$ cat src/rtl/hazard_controller_pkg.sv
// Shared definitions for the decode-stage hazard controller: FSM state
// encoding, flush-counter sizing and the default flush length.
package hazard_controller_pkg;

  // FSM state encoding shared by the controller and anything that probes it.
  localparam int HC_STATE_WIDTH = 1;

  typedef enum logic [HC_STATE_WIDTH-1:0] {
    HC_IDLE  = 1'b0,
    HC_FLUSH = 1'b1
  } hc_state_e;

  // Flush length is 1..15 cycles, so a 4-bit down-counter always suffices.
  localparam int HC_DEFAULT_FLUSH_CYCLES = 2;
  localparam int HC_FLUSH_CNT_WIDTH      = 4;

  // Value loaded into the flush counter on a redirect. The counter holds the
  // number of flush cycles still to follow the current one.
  function automatic logic [HC_FLUSH_CNT_WIDTH-1:0] hc_flush_load(input int cycles);
    return HC_FLUSH_CNT_WIDTH'(cycles - 1);
  endfunction

endpackage

$ cat src/rtl/hc_scoreboard.sv
// Per-register pending-write scoreboard. One bit per architectural register.
// Bit 0 (x0) is never pending. A set and a clear of the same index in one
// cycle leaves the bit set. Reads see only the registered state, so updates
// take effect one cycle later.
module hc_scoreboard #(
  parameter int AWIDTH = 5
) (
  input  logic              i_clk,
  input  logic              i_rst,
  input  logic              i_set_en,
  input  logic [AWIDTH-1:0] i_set_addr,
  input  logic              i_clr_en,
  input  logic [AWIDTH-1:0] i_clr_addr,
  input  logic [AWIDTH-1:0] i_addr_rs1,
  input  logic [AWIDTH-1:0] i_addr_rs2,
  input  logic [AWIDTH-1:0] i_addr_rd,
  output logic              o_pend_rs1,
  output logic              o_pend_rs2,
  output logic              o_pend_rd,
  output logic              o_busy
);

  localparam int DEPTH = 2 ** AWIDTH;

  logic [DEPTH-1:0] r_pending;
  logic [DEPTH-1:0] w_pending_nxt;

  // Next pending vector: apply the clear first so that a same-index set wins.
  always_comb begin
    // NOTE: start from a full default so no path leaves a bit unassigned (no latch).
    w_pending_nxt = r_pending;
    if (i_clr_en) begin
      w_pending_nxt[i_clr_addr] = 1'b0;
    end
    if (i_set_en) begin
      w_pending_nxt[i_set_addr] = 1'b1;
    end
    w_pending_nxt[0] = 1'b0;
  end

  // Register the pending vector.
  always_ff @(posedge i_clk or posedge i_rst) begin
    if (i_rst) begin
      // NOTE: this array is control state, not data storage; every bit must reset.
      r_pending <= '0;
    end else begin
      // NOTE: non-blocking so all flops sample the pre-edge values together.
      r_pending <= w_pending_nxt;
    end
  end

  assign o_pend_rs1 = r_pending[i_addr_rs1];
  assign o_pend_rs2 = r_pending[i_addr_rs2];
  assign o_pend_rd  = r_pending[i_addr_rd];
  assign o_busy     = |r_pending;

endmodule

$ cat src/rtl/hazard_controller.sv
// Decode-stage hazard controller. It tracks pending register writes, stalls
// decode on RAW/WAW hazards, and squashes decode for a programmable number of
// cycles after an execute-stage redirect. It also counts stall cycles in a
// saturating counter.
module hazard_controller
  import hazard_controller_pkg::*;
#(
  parameter int AWIDTH       = 5,
  parameter int FLUSH_CYCLES = HC_DEFAULT_FLUSH_CYCLES,
  parameter int CNT_WIDTH    = 16
) (
  input  logic                 hc_clk,
  input  logic                 hc_rst,
  input  logic                 hc_i_ce,
  input  logic [AWIDTH-1:0]    hc_i_addr_rs1,
  input  logic [AWIDTH-1:0]    hc_i_addr_rs2,
  input  logic [AWIDTH-1:0]    hc_i_addr_rd,
  input  logic                 hc_i_use_rs1,
  input  logic                 hc_i_use_rs2,
  input  logic                 hc_i_write_rd,
  input  logic                 hc_i_retire,
  input  logic [AWIDTH-1:0]    hc_i_retire_addr,
  input  logic                 hc_i_retire_rd,
  input  logic                 hc_i_redirect,
  output logic                 hc_o_stall,
  output logic                 hc_o_flush,
  output logic                 hc_o_issue,
  output logic                 hc_o_read_reg,
  output logic                 hc_o_busy,
  output logic [CNT_WIDTH-1:0] hc_o_stall_count
);

  localparam logic [HC_FLUSH_CNT_WIDTH-1:0] FLUSH_LOAD = hc_flush_load(FLUSH_CYCLES);

  hc_state_e                     r_state;
  logic [HC_FLUSH_CNT_WIDTH-1:0] r_flush_cnt;
  logic                          r_flush;
  logic [CNT_WIDTH-1:0]          r_stall_count;

  logic w_pend_rs1;
  logic w_pend_rs2;
  logic w_pend_rd;
  logic w_raw;
  logic w_waw;
  logic w_hazard;
  logic w_idle;
  logic w_set_en;
  logic w_clr_en;

  // Mark rd pending when a writing instruction issues. x0 is never tracked.
  // Squashed instructions clear their bit through the retire path, like
  // committed ones.
  assign w_set_en = hc_o_issue & hc_i_write_rd & (hc_i_addr_rd != '0);
  assign w_clr_en = hc_i_retire & hc_i_retire_rd;

  hc_scoreboard #(
    .AWIDTH (AWIDTH)
  ) u_scoreboard (
    .i_clk      (hc_clk),
    .i_rst      (hc_rst),
    .i_set_en   (w_set_en),
    .i_set_addr (hc_i_addr_rd),
    .i_clr_en   (w_clr_en),
    .i_clr_addr (hc_i_retire_addr),
    .i_addr_rs1 (hc_i_addr_rs1),
    .i_addr_rs2 (hc_i_addr_rs2),
    .i_addr_rd  (hc_i_addr_rd),
    .o_pend_rs1 (w_pend_rs1),
    .o_pend_rs2 (w_pend_rs2),
    .o_pend_rd  (w_pend_rd),
    .o_busy     (hc_o_busy)
  );

  // Hazard detection against the registered scoreboard (no same-cycle bypass).
  assign w_raw    = (hc_i_use_rs1 & w_pend_rs1) | (hc_i_use_rs2 & w_pend_rs2);
  assign w_waw    = hc_i_write_rd & w_pend_rd;
  assign w_hazard = w_raw | w_waw;

  // Decode only stalls or issues in IDLE. A redirect this cycle kills both,
  // because the decoding instruction is younger than the branch.
  assign w_idle        = (r_state == HC_IDLE);
  assign hc_o_stall    = w_idle & hc_i_ce &  w_hazard & ~hc_i_redirect;
  assign hc_o_issue    = w_idle & hc_i_ce & ~w_hazard & ~hc_i_redirect;
  assign hc_o_read_reg = hc_o_issue;
  assign hc_o_flush    = r_flush;

  // Redirect FSM. Flush is registered and follows the redirect by one cycle.
  // A redirect during FLUSH reloads the counter, which extends the flush.
  always_ff @(posedge hc_clk or posedge hc_rst) begin
    if (hc_rst) begin
      r_state     <= HC_IDLE;
      r_flush_cnt <= '0;
      r_flush     <= 1'b0;
    end else begin
      case (r_state)
        HC_IDLE: begin
          if (hc_i_redirect) begin
            r_state     <= HC_FLUSH;
            r_flush_cnt <= FLUSH_LOAD;
            r_flush     <= 1'b1;
          end
        end
        HC_FLUSH: begin
          if (hc_i_redirect) begin
            r_flush_cnt <= FLUSH_LOAD;
          end else if (r_flush_cnt == '0) begin
            r_state <= HC_IDLE;
            r_flush <= 1'b0;
          end else begin
            r_flush_cnt <= r_flush_cnt - 1'b1;
          end
        end
        default: begin
          r_state     <= HC_IDLE;
          r_flush_cnt <= '0;
          r_flush     <= 1'b0;
        end
      endcase
    end
  end

  // Saturating stall-cycle counter for performance monitoring.
  always_ff @(posedge hc_clk or posedge hc_rst) begin
    if (hc_rst) begin
      r_stall_count <= '0;
    end else if (hc_o_stall && (r_stall_count != '1)) begin
      r_stall_count <= r_stall_count + CNT_WIDTH'(1);
    end
  end

  assign hc_o_stall_count = r_stall_count;

endmodule

$ cat config.mk
export PLATFORM = sky130hd
export DESIGN_NAME = hazard_controller
export DESIGN_NICKNAME = d
export VERILOG_FILES = /design/src/rtl/hazard_controller_pkg.sv /design/src/rtl/hc_scoreboard.sv /design/src/rtl/hazard_controller.sv
export SDC_FILE = /design/constraint.sdc
export NUM_CORES = 1
export LEC_CHECK = 0
export CAP_MARGIN = 20
export CORE_ASPECT_RATIO = 0.6
export CORE_MARGIN = 1
export CORE_UTILIZATION = 45
export DETAILED_ROUTE_END_ITERATION = 8
export DONT_BUFFER_PORTS = 1
export PLACE_DENSITY = 0.64
export SKIP_LAST_GASP = 1
export SLEW_MARGIN = 20
export SYNTH_ARGS = -nofsm -noshare
export SYNTH_HDL_FRONTEND = slang
export SYNTH_HIERARCHICAL = 1
export SYNTH_SLANG_ARGS = --single-unit
$ cat constraint.sdc
create_clock -name hc_clk -period 2.55 [get_ports hc_clk]
set_input_delay 0.1275 -clock hc_clk [delete_from_list [all_inputs] [get_ports hc_clk]]
set_output_delay 0.1275 -clock hc_clk [all_outputs]
set_load 0.005 [all_outputs]
==> results.yml <==
outcome:
  status: "finished, violations left"
  violations: "setup timing"
drt:
  drc: 0
  via_count: 2990
  routed_wl_mm: 10.4
  dr.pass1.iters: 5
  vias_per_cell: 6.43
  drt_iter0_drc: 208
  wl_per_cell_microns: 22.4
  ant_nets: 0
setup_path:
  rrSetupSlack_ns: -0.28
  crit_path_start_kind: "flip-flop"
  crit_type: "reg -> reg"
  cp-end-kind: "flip-flop"
  cp.arrival_ns: 3.05
  crit_required_ns: 2.77
  cp_max_fo: 7
die:
  io_pins: 50
  initial_utilization_pct: 47.0
  die_w_microns: 115
  die_area_sq_um: 8050
  rows: 24
  core_sq_um: 7360
  fp.dieH_microns: 69.9
logic_synthesis:
  synth_nets: 378
  yosys.area_share.simple_pct: 21.9
  async_reset_ff_share_pct: 100
  ys.flop_type: "dfrtp_1"
  ys_ff_latch: 53
  syn_area_per_cell_sq_um: 9.99
  yosysWarnings: 6
  synth.distinct_cells: 44
  synthCells: 346
  synthAdderAreaFrac_pct: 1.09
  seq_area_frac_synth_pct: 38.4
  synth_top_family_by_area: "simple AND/OR/NAND/NOR gates"
  synth_compound_area_share_pct: 15.9
  synth_edf_count: 0
  synth_xor_area_share_pct: 4.31
  synth.cell_area_sq_um: 3460
  synthMuxAreaShare_pct: 14.6
sta:
  setup_viol: 35
  skew_ns: 0.00936
  setup_ws_ns: -0.276
  fmax_mhz: 354
  slew_violations: 0
  fin_crit_sh_pct: 111
  hold_viol_final: 0
  setup_tns_ns: -5.39
  tightest_slew_ns: 0.824
  fin_crit_ns: 2.83
  rsz0062_at_grt: "true"
  slew_headroom_pct: 45.0
clocking:
  htreeDepth: 2
  cts_tree: "yes"
  clk_pin_slew_ns: 0.07
  cts.path.max_buffers: 2
  cts.sinks: 53
  cts-root-buf: "clkbuf_16"
  clk_latency_ns: 0.29
  numCtsBuffers: 5
grt:
  antenna_found_initial: 0
  grt_usage_pct: 27.3
  grt_overflow_total: 0
  grt_pass1_wl_mm: 16.3
  grt_max_degree: 32
  grt_pass1_vias: 2861
placed_design:
  numPortBuffers: 0
  place_ws_ns: -0.299
  place.gp.congestion: 0.904
  hpwl_mm: 7.46
final_layout:
  drive_gt1_share_pct: 25.2
  nets: 392
  final_common_cell: "dfrtp_1"
  area_growth_pct: 15.8
  antennaDiodeCount: 0
  most-common-layout-cells: "dfrtp_1 (49), o21ai_0 (31), mux2i_1 (28), o21ai_2 (28), nand3_1 (20)"
pwr:
  p_switching_uw: 673
  p_int_uw: 1530
  pwr-share-comb_pct: 20.5
  max-vdd-ir-drop_v: 0.000278
  swShare_pct: 30.5
  powerDensity_nw_per_um2: 552
  power.leakage_uw: 0.00171
  seqPwrFrac_pct: 48.4
  p_clk_share_pct: 31.1
hold_path:
  worstHoldPathType: "in -> reg"
job:
  drv_cap: 0
==> routing by layer <==
metal | global-route usage [%] | up-vias | wire length (microns)
met5 | 0 | - | 0
met1 | 42.7 | 1487 | 4670
met4 | 3.46 | 0 | 30
met2 | 36.0 | 146 | 4280
met3 | 10.2 | 5 | 1460
li1 | - | 1352 | -
==> critical path, stage by stage (launching register included) <==
cell and delay, ns:
dfrtp_1 0.44, mux4_2 0.49, nand2b_4 0.16, o2111ai_2 0.05, nand4_1 0.11, a222oi_1 0.39, and4bb_2 0.30, o311a_4 0.19
or3b_4 0.46, o21ai_2 0.16
==> per-stage QoR <==
step                utilization (%)  hold WS, ns  power, uW  std cells  cell area [sq um]
floorplan                         -        0.117       1400        346               3470
global placement               49.3        0.124       1480        452               3620
detailed placement             49.3        0.121       1500        452               3620
global route                   54.4       0.0127       2320        465               4000
finish                         54.4       0.0203       2210        465               4000
CTS                            53.3      0.00871       2200        465               3920
==> sequential cells by signal (all words and copies together) (netlist names) <==
register	count
hc_o_flush	1
hc_o_stall_count	16
r_flush_cnt	4
r_state	1
u_scoreboard/r_pending	31
==> cell usage after synthesis, types with 7 or more instances <==
library cell   n  area share, %
dfrtp_1       53             38
inv_1          9           0.98
nor4_1        11            2.0
mux2i_1       28            8.1
nand3_1       21            3.0
o21ai_0       62            9.0
nand2b_1       9            1.6
a21oi_1        9            1.3
xor2_1        15            3.8
nor2_1        15            1.6
nand3b_1      10            2.2
nand2_1       12            1.3
nor2b_1        7            1.3
nand4_1        8            1.4
==> cells by family (layout without fill, tap and decap cells) <==
kind of cell | count (synthesis) | count (layout)
compound gates | 93 | 93
xor+xnor | 17 | 17
fa+ha+maj | 3 | 3
buf+inv | 21 | 36
flops | 53 | 53
mux | 38 | 38
simple gates | 121 | 121
==> path summary, 6_finish.rpt <==
kind / cells after the start / endpoint / from
min in group asynchronous: 3 / u_scoreboard/r_pending[26] / hc_rst
hold / removal: 1 / hc_o_flush / hc_i_redirect
hold reg to reg: 1 / hc_o_stall_count[15] / hc_o_stall_count[15]
setup / recovery: 9 / u_scoreboard/r_pending[28] / u_scoreboard/r_pending[20]
max in group asynchronous: 2 / r_flush_cnt[2] / hc_rst
setup reg to reg: 9 / u_scoreboard/r_pending[28] / u_scoreboard/r_pending[20]
==> power by group through the flow <==
stage	clock [uW]	combinational (uW)	sequential, uW
after floorplan	0	366	1030
after global placement	0	411	1070
after detailed placement	0	419	1080
after CTS	697	444	1060
after global routing	727	511	1080
final	686	454	1070
==> layout make-up <==
class,instances,area (sq um)
Tap cell,104,130
Sequential cell,53,1330
Fill cell,649,3360
Inverter,9,33.8
Timing Repair Buffer,19,175
Clock buffer,5,125
Clock inverter,3,25.0
Multi-Input combinational cell,272,2180
==> repair_timing <==
| item | in CTS | in global routing |
|---|---|---|
| endpoints found under the setup margin | 34 | 50 |
| gates cloned | 0 | 0 |
| endpoints found under the hold margin | 58 | 0 |
| hold buffers | 2 | 0 |
| setup buffers | 3 | 0 |
| pin swaps | 21 | 14 |
| resized for setup | 50 | 21 |
(Power assumes the default switching activity.)
